### config.mk
export PLATFORM = sky130hd
export DESIGN_NAME = writeback_arbiter
export DESIGN_NICKNAME = d
export VERILOG_FILES = /design/src/rtl/writeback_arbiter.sv
export SDC_FILE = /design/constraint.sdc
export NUM_CORES = 1
export LEC_CHECK = 0
export ABC_AREA = 1
export BUFFER_PORTS_ARGS = -buffer_cell sky130_fd_sc_hd__buf_4
export CAP_MARGIN = 10
export CORE_MARGIN = 2
export CORE_UTILIZATION = 25
export CTS_CLUSTER_SIZE = 14
export DETAILED_ROUTE_END_ITERATION = 16
export GPL_ROUTABILITY_DRIVEN = 0
export HOLD_SLACK_MARGIN = 0.06
export PLACE_DENSITY_LB_ADDON = 0.08
export SLEW_MARGIN = 10
export SYNTH_ARGS = -nofsm -noshare
export SYNTH_HDL_FRONTEND = slang
export SYNTH_SLANG_ARGS = --single-unit
### constraint.sdc
create_clock -name clk -period 7.3 [get_ports clk]
set_clock_uncertainty 0.05 [all_clocks]
set_input_delay 0 -clock clk [delete_from_list [all_inputs] [get_ports clk]]
set_output_delay 0 -clock clk [all_outputs]
set_load 0.005 [all_outputs]
### src/rtl/writeback_arbiter.sv
// Writeback arbiter: per-FU result FIFOs, round-robin pick onto a registered CDB,
// with mispredict squash of buffered results younger than the branch.
module writeback_arbiter #(
  parameter int FIFO_DEPTH = 2,
  parameter int PREG_W     = 7,
  parameter int ROB_TAG_W  = 4,
  parameter int DATA_W     = 32
) (
  input  logic                 clk,
  input  logic                 reset,
  input  logic                 alu_valid_in,
  output logic                 alu_ready_out,
  input  logic [PREG_W-1:0]    alu_prd_in,
  input  logic [DATA_W-1:0]    alu_data_in,
  input  logic [ROB_TAG_W-1:0] alu_rob_tag_in,
  input  logic                 alu_has_rd_in,
  input  logic                 b_valid_in,
  output logic                 b_ready_out,
  input  logic [PREG_W-1:0]    b_prd_in,
  input  logic [DATA_W-1:0]    b_data_in,
  input  logic [ROB_TAG_W-1:0] b_rob_tag_in,
  input  logic                 b_has_rd_in,
  input  logic                 lsu_valid_in,
  output logic                 lsu_ready_out,
  input  logic [PREG_W-1:0]    lsu_prd_in,
  input  logic [DATA_W-1:0]    lsu_data_in,
  input  logic [ROB_TAG_W-1:0] lsu_rob_tag_in,
  input  logic                 lsu_has_rd_in,
  input  logic [ROB_TAG_W-1:0] rob_head_tag,
  input  logic                 mispredict,
  input  logic [ROB_TAG_W-1:0] mispredict_tag,
  output logic                 cdb_valid,
  output logic [PREG_W-1:0]    cdb_prd,
  output logic [DATA_W-1:0]    cdb_data,
  output logic [ROB_TAG_W-1:0] cdb_rob_tag,
  output logic                 prf_we
);

  localparam int NFU   = 3;
  localparam int CNT_W = $clog2(FIFO_DEPTH + 1);
  localparam int IDX_W = $clog2(FIFO_DEPTH);
  localparam logic [CNT_W-1:0] DEPTH_C = CNT_W'(FIFO_DEPTH);

  typedef enum logic [1:0] {FU_ALU = 2'd0, FU_BR = 2'd1, FU_LSU = 2'd2} fu_e;

  typedef struct packed {
    logic [PREG_W-1:0]    prd;
    logic [DATA_W-1:0]    data;
    logic [ROB_TAG_W-1:0] tag;
    logic                 has_rd;
  } entry_t;

  function automatic fu_e next_fu(input fu_e f);
    case (f)
      FU_ALU:  return FU_BR;
      FU_BR:   return FU_LSU;
      default: return FU_ALU;
    endcase
  endfunction

  // Distances from the ROB head make the compare immune to tag wraparound.
  function automatic logic is_younger(input logic [ROB_TAG_W-1:0] t,
                                      input logic [ROB_TAG_W-1:0] head,
                                      input logic [ROB_TAG_W-1:0] br);
    logic [ROB_TAG_W-1:0] d_t;
    logic [ROB_TAG_W-1:0] d_br;
    d_t  = t - head;
    d_br = br - head;
    return d_t > d_br;
  endfunction

  entry_t           mem_q [NFU][FIFO_DEPTH];
  entry_t           mem_d [NFU][FIFO_DEPTH];
  logic [CNT_W-1:0] cnt_q [NFU];
  logic [CNT_W-1:0] cnt_d [NFU];
  fu_e              rr_q, rr_d;

  entry_t           in_ent [NFU];
  logic [NFU-1:0]   in_valid, ready, push, pop;
  logic             grant_any;
  fu_e              grant_fu;
  entry_t           g_ent;
  logic             cdb_valid_d;

  logic                 cdb_valid_q, prf_we_q;
  logic [PREG_W-1:0]    cdb_prd_q;
  logic [DATA_W-1:0]    cdb_data_q;
  logic [ROB_TAG_W-1:0] cdb_tag_q;

  assign in_ent[FU_ALU] = '{prd: alu_prd_in, data: alu_data_in, tag: alu_rob_tag_in, has_rd: alu_has_rd_in};
  assign in_ent[FU_BR]  = '{prd: b_prd_in,   data: b_data_in,   tag: b_rob_tag_in,   has_rd: b_has_rd_in};
  assign in_ent[FU_LSU] = '{prd: lsu_prd_in, data: lsu_data_in, tag: lsu_rob_tag_in, has_rd: lsu_has_rd_in};
  assign in_valid = {lsu_valid_in, b_valid_in, alu_valid_in};

  always_comb begin
    for (int f = 0; f < NFU; f++) begin
      ready[f] = cnt_q[f] < DEPTH_C;
    end
  end

  assign push          = in_valid & ready;
  assign alu_ready_out = ready[FU_ALU];
  assign b_ready_out   = ready[FU_BR];
  assign lsu_ready_out = ready[FU_LSU];

  always_comb begin
    fu_e cand;
    // NOTE: every variable written here is given a default first, so no latch is inferred.
    grant_any = 1'b0;
    grant_fu  = rr_q;
    cand      = rr_q;
    pop       = '0;
    for (int k = 0; k < NFU; k++) begin
      if (!grant_any && cnt_q[cand] != '0) begin
        grant_any = 1'b1;
        grant_fu  = cand;
      end
      cand = next_fu(cand);
    end
    pop[grant_fu] = grant_any;
    rr_d          = grant_any ? next_fu(grant_fu) : rr_q;
    g_ent         = mem_q[grant_fu][0];
    cdb_valid_d   = grant_any &&
                    !(mispredict && is_younger(g_ent.tag, rob_head_tag, mispredict_tag));
  end

  // Head lives at index 0; survivors are packed down in order, then the push is appended.
  always_comb begin
    logic [CNT_W-1:0] n;
    mem_d = mem_q;
    n     = '0;
    for (int f = 0; f < NFU; f++) begin
      n = '0;
      for (int i = 0; i < FIFO_DEPTH; i++) begin
        if (CNT_W'(i) < cnt_q[f] && !(i == 0 && pop[f]) &&
            !(mispredict && is_younger(mem_q[f][i].tag, rob_head_tag, mispredict_tag))) begin
          if (n < DEPTH_C) mem_d[f][n[IDX_W-1:0]] = mem_q[f][i];
          n = n + 1'b1;
        end
      end
      if (push[f] && !(mispredict && is_younger(in_ent[f].tag, rob_head_tag, mispredict_tag))) begin
        if (n < DEPTH_C) mem_d[f][n[IDX_W-1:0]] = in_ent[f];
        n = n + 1'b1;
      end
      cnt_d[f] = n;
    end
  end

  // NOTE: payload storage is not reset; the per-FIFO count alone decides what is valid.
  always_ff @(posedge clk) begin
    mem_q <= mem_d;
  end

  always_ff @(posedge clk or negedge reset) begin
    if (!reset) begin
      cnt_q       <= '{default: '0};
      rr_q        <= FU_ALU;
      cdb_valid_q <= 1'b0;
      prf_we_q    <= 1'b0;
      cdb_prd_q   <= '0;
      cdb_data_q  <= '0;
      cdb_tag_q   <= '0;
    end else begin
      cnt_q       <= cnt_d;
      rr_q        <= rr_d;
      cdb_valid_q <= cdb_valid_d;
      prf_we_q    <= cdb_valid_d & g_ent.has_rd;
      if (cdb_valid_d) begin
        cdb_prd_q  <= g_ent.prd;
        cdb_data_q <= g_ent.data;
        cdb_tag_q  <= g_ent.tag;
      end
    end
  end

  assign cdb_valid   = cdb_valid_q;
  assign prf_we      = prf_we_q;
  assign cdb_prd     = cdb_prd_q;
  assign cdb_data    = cdb_data_q;
  assign cdb_rob_tag = cdb_tag_q;

endmodule
======== Word-level counts from Yosys, hierarchy flattened ========
Index checks and enable logic that the tools add are counted.
cells by class
  add/subtract/negate cells ............... 17
  magnitude comparators ................... 43
  equality and inequality tests ........... 3
  multiplexer cells ....................... 61
  bitwise operators ....................... 13
  reductions and logical operators ........ 53
operator list
  cell                   count
  $mux W88               14
  $bwmux W88             6
  $demux W44 S1          6
  $mux W44               6
  $bmux W88 S2           1
  $sub A4 B4 Y4          11
  $gt A4 B4 Y1           10
  $logic_and A1 B1 Y1    32
  $mux W2                14
  $lt A2 B2 Y1 const B   9
  $logic_not A1 Y1       15
  $add A2 B1 Y2 const B  6
  $bmux W2 S2            3
  $ge A2 B2 Y1 const B   6
  $ge A3 B3 Y1 const B   4
  $lt A1 B2 Y1 const A   6
  $lt A2 B1 Y1 const B   6
  $not A1 Y2             6
  $not A2 Y3             4
  $pmux W2 S2            3
  $mux W1                7
  $and A3 B3 Y3          2
  $eq A2 B1 Y1 const B   3
  $logic_not A2 Y1       3
  other kinds (5)        7
storage, ports and cells
  flip-flop bits (word level) ............. 317
  bits of input ports ..................... 146
  output and inout bits ................... 48
  word-level logic and storage cells ...... 223

======== Longest topological paths before layout ========
Gate-level depths: netlist (run 1).
  depth in word-level cells ............... 32
  depth in mapped cells ................... 30
  depth with buffers taken out ............ 30

======== Worst setup path before layout (run 1) ========
No wires, ideal clock.
  path type ............................... input to register
  from .................................... input port rob_head_tag[1]
  to ...................................... register mem_q[0] (netlist name), enable pin
  setup time .............................. 447 ps
  data arrival time ....................... 5373 ps
  data required time ...................... 6803 ps
  slack ................................... 1430 ps
  stages .................................. 15
  buffers on the path ..................... 2
  cell sequence ........................... inv_1 > ha_1 > nand3_1 > nand2_1 > xnor2_1 > ha_1 > a21oi_1 > o21ai_0 > a31oi_1 > clkbuf_1 > clkbuf_1 > inv_1 > ha_1 > inv_1 > nor2_1
on the way
  cells in the longest elaborated chain, start to end .. 17
  elaborated cells on any way between the ends .. 39
  classes of those cells .................. 5 x add/sub; 9 x order compare; 12 x mux; 2 x bitwise; 11 x reduce/logical
ends and longest elaborated chain
  element                                                 line  RTL
  from (decl)                                             29    input logic [ROB_TAG_W-1:0] rob_head_tag,
  branches (longest 16 deep; another with $sub A4 B4 Y4)  --
  $mux W88 *                                              141   if (push[f] && !(mispredict && is_younger(in_ent[f].tag, rob_head_tag, mispredict_tag))) begin
  to (signal assigned)                                    151   mem_q <= mem_d;
  to (decl)                                               72    entry_t mem_q [NFU][FIFO_DEPTH];
Every way passes the cells marked *.
A chain may end at the register's enable or synchronous reset.

==> impl_metrics.tcl, run 1 <==
set metrics [dict create \
    status "completed" \
    grt_use_total_pct 18.4 \
    viasPerCell 4.43 \
    post-place-ws_ps 2060 \
    synth_edf_count 132 \
    netlist_area_mm2 0.0170 \
    cts_setup_buffers 0 \
    cp-start-kind "register" \
    r2r-start "rr_q[1]" \
    ctsHoldBuffers 142 \
    io_pins 194 \
    post-route-min-period_ps 5130 \
    arrival_ps 5560 \
    ant_nets 0 \
    cts_buffers 40 \
    dpl.hpwl_um 43400 \
    rsz0062_at_grt "no" \
    grt_pass1_vias 14900 \
    dieWidth_um 265 \
    rr_worst_depth 28 \
    ys_seq_area_share_pct 46.7 \
    synth-seq-cells 317 \
    fmax_mhz 195 \
    relSlewSlack_pct 25.3 \
    finalSetupViolations 0 \
    worstPathRequired_ps 7730 \
    grt_max_degree 47 \
    crit_path_end_kind "register" \
    clock_path_buffers 3 \
    clkTransAtPathRegs_ps 60 \
    antenna_cells 0 \
    cts.sinks 317 \
    synth_cell_types 35 \
    drv_slew 0 \
    rows 95 \
    worst_path_max_delay_cell "dfrtp_1" \
    cts_resized 0 \
    start_util_pct 25.3 \
    synth_top_area_share_pct 23.3 \
    synthTopCellsByArea "edfxtp_1 (23%), dfxtp_1 (16%), nand2_1 (11%), nand3_1 (8.4%), dfrtp_1 (7.8%)" \
    drc_errors 0 \
    mappedNetlistNets 2360 \
    cp_slowest_stage_delay_ps 580 \
    cts_root_buffer "clkbuf_16" \
    max_cap_viol_count 0 \
    die_area_mm2 0.0700 \
    tns_ps 0 \
    cts_tree "yes" \
    synthArstFlopShare_pct 16.7 \
    yosys.area.top_type "edfxtp_1" \
    syn_inst 2124 \
    final_net_count 2653 \
    r2r-end "cdb_data[19]" \
    drtIter0Drc 648 \
    fin_area_mm2 0.0220 \
    utilization_pct 32.7 \
    rrSetupSlack_ps 2170 \
    mostFrequentLayoutCell "nand2_1" \
    core_mm2 0.0672 \
    antenna_found_initial 0 \
    grt_pass1_wl_um 97300 \
    wl_per_cell_um 19.4 \
    grt-ovfl-total 0 \
    finalCritPeriodShare_pct 70.3 \
    startpoint "rr_q[1]" \
    vias 14700 \
    hold_class "in2reg" \
    first_pass_iters 5 \
    critPathMostFrequentCell "nand2_1" \
    postSynthAreaPerCell_um2 7.99 \
    cp-endpoint "cdb_data[19]" \
    clock_latency_ps 570 \
    h-tree-depth 2 \
    hold_viol 0 \
    area_growth_pct 29.4 \
    final_cell_mix "nand2_1 (514), inv_1 (311), nand3_1 (286)" \
    criticalPathCategory "reg2reg" \
    wl_um 64500 \
    die_h_um 265 \
    synth-main-ff-cell "edfxtp_1" \
    fin_ws_ps 2170 \
    worst_slew_pin_slew_ps 1120 \
    worstPathMaxFanout 42 \
    yosysWarnings 0 \
    io_buffers 193 \
    placed_area_mm2 0.0192 \
    drive_gt1_share_pct 13.7 \
]
critical path, delay by kind of cell, from the launching register on:
kind | cells | cell delay, ps
buf+inv | 4 | 1240
simple gates | 15 | 1450
flops | 1 | 580
compound gates | 6 | 870
xor+xnor | 1 | 180
fa+ha+maj | 2 | 630
how the worst min path moves through the flow:
stage,start,endpoint,cells after the start
floorplan,reset,cdb_data[0],0
global placement,reset,cdb_data[5],1
detailed placement,reset,cdb_data[3],1
CTS,alu_prd_in[1],mem_q[258],4
global route,alu_data_in[11],mem_q[236],4
finish,mispredict,cdb_valid,4
sequential cells by signal, indices dropped and copies added, names as in the netlist:
register     count
mem_q          264
cdb_data        32
cdb_prd          7
cnt_q            6
cdb_rob_tag      4
rr_q             2
cdb_valid        1
prf_we           1
Yosys cell counts (28+ instances only):
cell / n
a21oi_1: 143
and3_1: 86
buf_2: 28
clkbuf_1: 58
dfrtp_1: 53
dfxtp_1: 132
edfxtp_1: 132
ha_1: 79
inv_1: 311
nand2_1: 514
nand3_1: 286
nor2_1: 135
routing by layer:
metal / up-vias / part of all wire [%] / GRT usage [%]
li1: 7397 / - / -
met1: 7008 / 46 / 24.5
met2: 258 / 49 / 32.0
met3: 54 / 3.3 / 2.28
met4: 0 / 1.7 / 3.92
met5: - / 0 / 0
through the flow:
step / hold WS (ps) / std cells
floorplan: -346 / 2124
global placement: 118 / 3105
detailed placement: 116 / 3106
CTS: 104 / 3322
global route: 138 / 3322
finish: 126 / 3322
area by class of cell:
cell class                 instances  area, um2
clock buffer                      62       1210
clock inverter                    12        120
fill                            7190      45200
inverter                         322       1210
multi-input combinational       1370       7290
sequential                       317       7930
tap                              873       1090
timing repair buffer             366       3120
logic make-up after synthesis:
group	count (synthesis)	synth area share (%)
simple gates	1071	28.3
xor+xnor	35	1.81
compound gates	174	5.22
flops	317	46.7
buf+inv	437	10.8
fa+ha+maj	90	7.12
Power of run 1 is left out: the tool's default activity adds up to more than one toggle a clock period on the data nets, which glitch-free logic cannot reach.
==> run 2, diff against run 1 <==
clock period = 4.94 ns   (was 7.3 ns; I/O delays follow)
==> run 2 against run 1 <==
Compared with the run above:
- critical path depth increased by 1
- hold slack improved by 11 ps
- global-route usage decreased by 0.40 points
- register-to-register slack lost 1700 ps
- critical endpoint is now cdb_data[15]
==> impl_metrics.tcl, run 2 (synthesis results as in run 1) <==
set metrics [dict create \
    final_net_count 2655 \
    grt_max_degree 52 \
    tns_ps 0 \
    io_buffers 193 \
    clock_latency_ps 560 \
    rsz0062_at_grt "no" \
    hold_viol 0 \
    clkTransAtPathRegs_ps 60 \
    cp-start-kind "register" \
    mostFrequentLayoutCell "nand2_1" \
    area_growth_pct 29.4 \
    critPathMostFrequentCell "nand2_1" \
    fmax_mhz 225 \
    antenna_cells 0 \
    path_buf_inv 4 \
    grt-ovfl-total 0 \
    die_area_mm2 0.0700 \
    cts_root_buffer "clkbuf_16" \
    largest_reg_flops 264 \
    cts_setup_buffers 0 \
    utilization_pct 32.7 \
    fin_ws_ps 490 \
    fin_area_mm2 0.0220 \
    placed_area_mm2 0.0193 \
    grt_use_total_pct 18.0 \
    worstPathMaxFanout 41 \
    dieWidth_um 265 \
    arrival_ps 4870 \
    final_cell_mix "nand2_1 (513), inv_1 (311), nand3_1 (286)" \
    die_h_um 265 \
    rows 95 \
    relSlewSlack_pct 48.0 \
    post-place-ws_ps 377 \
    cts_tree "yes" \
    worstPathRequired_ps 5360 \
    status "completed" \
    grt_pass1_wl_um 95000 \
    grt_pass1_vias 14700 \
    start_util_pct 25.3 \
    drv_slew 0 \
    drive_gt1_share_pct 13.8 \
    drtIter0Drc 905 \
    ant_nets 0 \
    post-route-min-period_ps 4450 \
    h-tree-depth 2 \
    top_register "mem_q" \
    crit_path_end_kind "register" \
    wl_per_cell_um 19.0 \
    wl_um 63300 \
    critical_path.top_delay_family "simple AND/OR/NAND/NOR gates" \
    first_pass_iters 7 \
    core_mm2 0.0672 \
    io_pins 194 \
    criticalPathCategory "reg2reg" \
    viasPerCell 4.45 \
    antenna_found_initial 0 \
    vias 14800 \
    finalSetupViolations 0 \
    cts_buffers 41 \
    max_cap_viol_count 0 \
    drc_errors 0 \
    cts.sinks 317 \
    dpl.hpwl_um 42500 \
    cp_slowest_stage_delay_ps 360 \
    hold_class "in2reg" \
    clock_path_buffers 3 \
    worst_slew_pin_slew_ps 780 \
    finalCritPeriodShare_pct 90.1 \
    worst_path_max_delay_cell "dfrtp_1" \
]
## run 2: cell types whose count changed in the layout (fill, tap and decap cells not counted), moves of 2 or more
cell           before  now
buf_12              1    4
clkbuf_1           12   15
clkbuf_8            8    6
dlygate4sd3_1     142  138
inv_6               0    3
nor2_2              6    4
nor2_4              7    9
## run 2: per-stage QoR
| step | hold slack (ps) | instances |
|---|---|---|
| 2_1_floorplan | -346 | 2124 |
| 3_3_place_gp | 82.5 | 3111 |
| 3_5_place_dp | 95.2 | 3111 |
| 4_1_cts | 99.1 | 3324 |
| 5_1_grt | 124 | 3324 |
| 6_report | 137 | 3324 |
## run 2: final timing paths
path	start	cells after the start	slack (ps)	to
setup / recovery	cnt_q[3]	29	490	cdb_data[15]
hold / removal	lsu_data_in[7]	4	140	mem_q[56]
setup reg to reg	cnt_q[3]	29	490	cdb_data[15]
hold reg to reg	mem_q[44]	2	470	prf_we
max in group asynchronous	reset	4	3210	cdb_data[8]
min in group asynchronous	reset	3	580	cdb_data[4]
## run 2: what timing repair did
action                                 in CTS  in global routing
endpoints found under the hold margin     328                  0
resized for setup                           0                  2
setup endpoints to repair                   0                 34
hold buffers                              138                  0
## run 2: final cells by class
class | count | area [um2]
Clock inverter | 12 | 92.6
Fill cell | 7106 | 45200
Clock buffer | 63 | 1190
Tap cell | 873 | 1090
Inverter | 322 | 1210
Sequential cell | 317 | 7930
Multi-Input combinational cell | 1370 | 7300
Timing Repair Buffer | 367 | 3150
## run 2: layer usage
layer	routed length [um]	track usage [%]
met5	0	0
met3	2460	2.61
met2	29400	29.4
met1	29400	24.4
met4	2080	6.25
## run 2: worst register-to-register path: cells and delay by family, from the launching register on
| family | cells | cell delay, ps |
|---|---|---|
| AOI/OAI and AO/OA | 4 | 560 |
| xor gates and xnor gates | 1 | 170 |
| adders and majority gates | 2 | 540 |
| buffers and inverters | 4 | 980 |
| DFF | 1 | 360 |
| and+or+nand+nor | 18 | 1710 |
Power of run 2 is left out for the same reason.
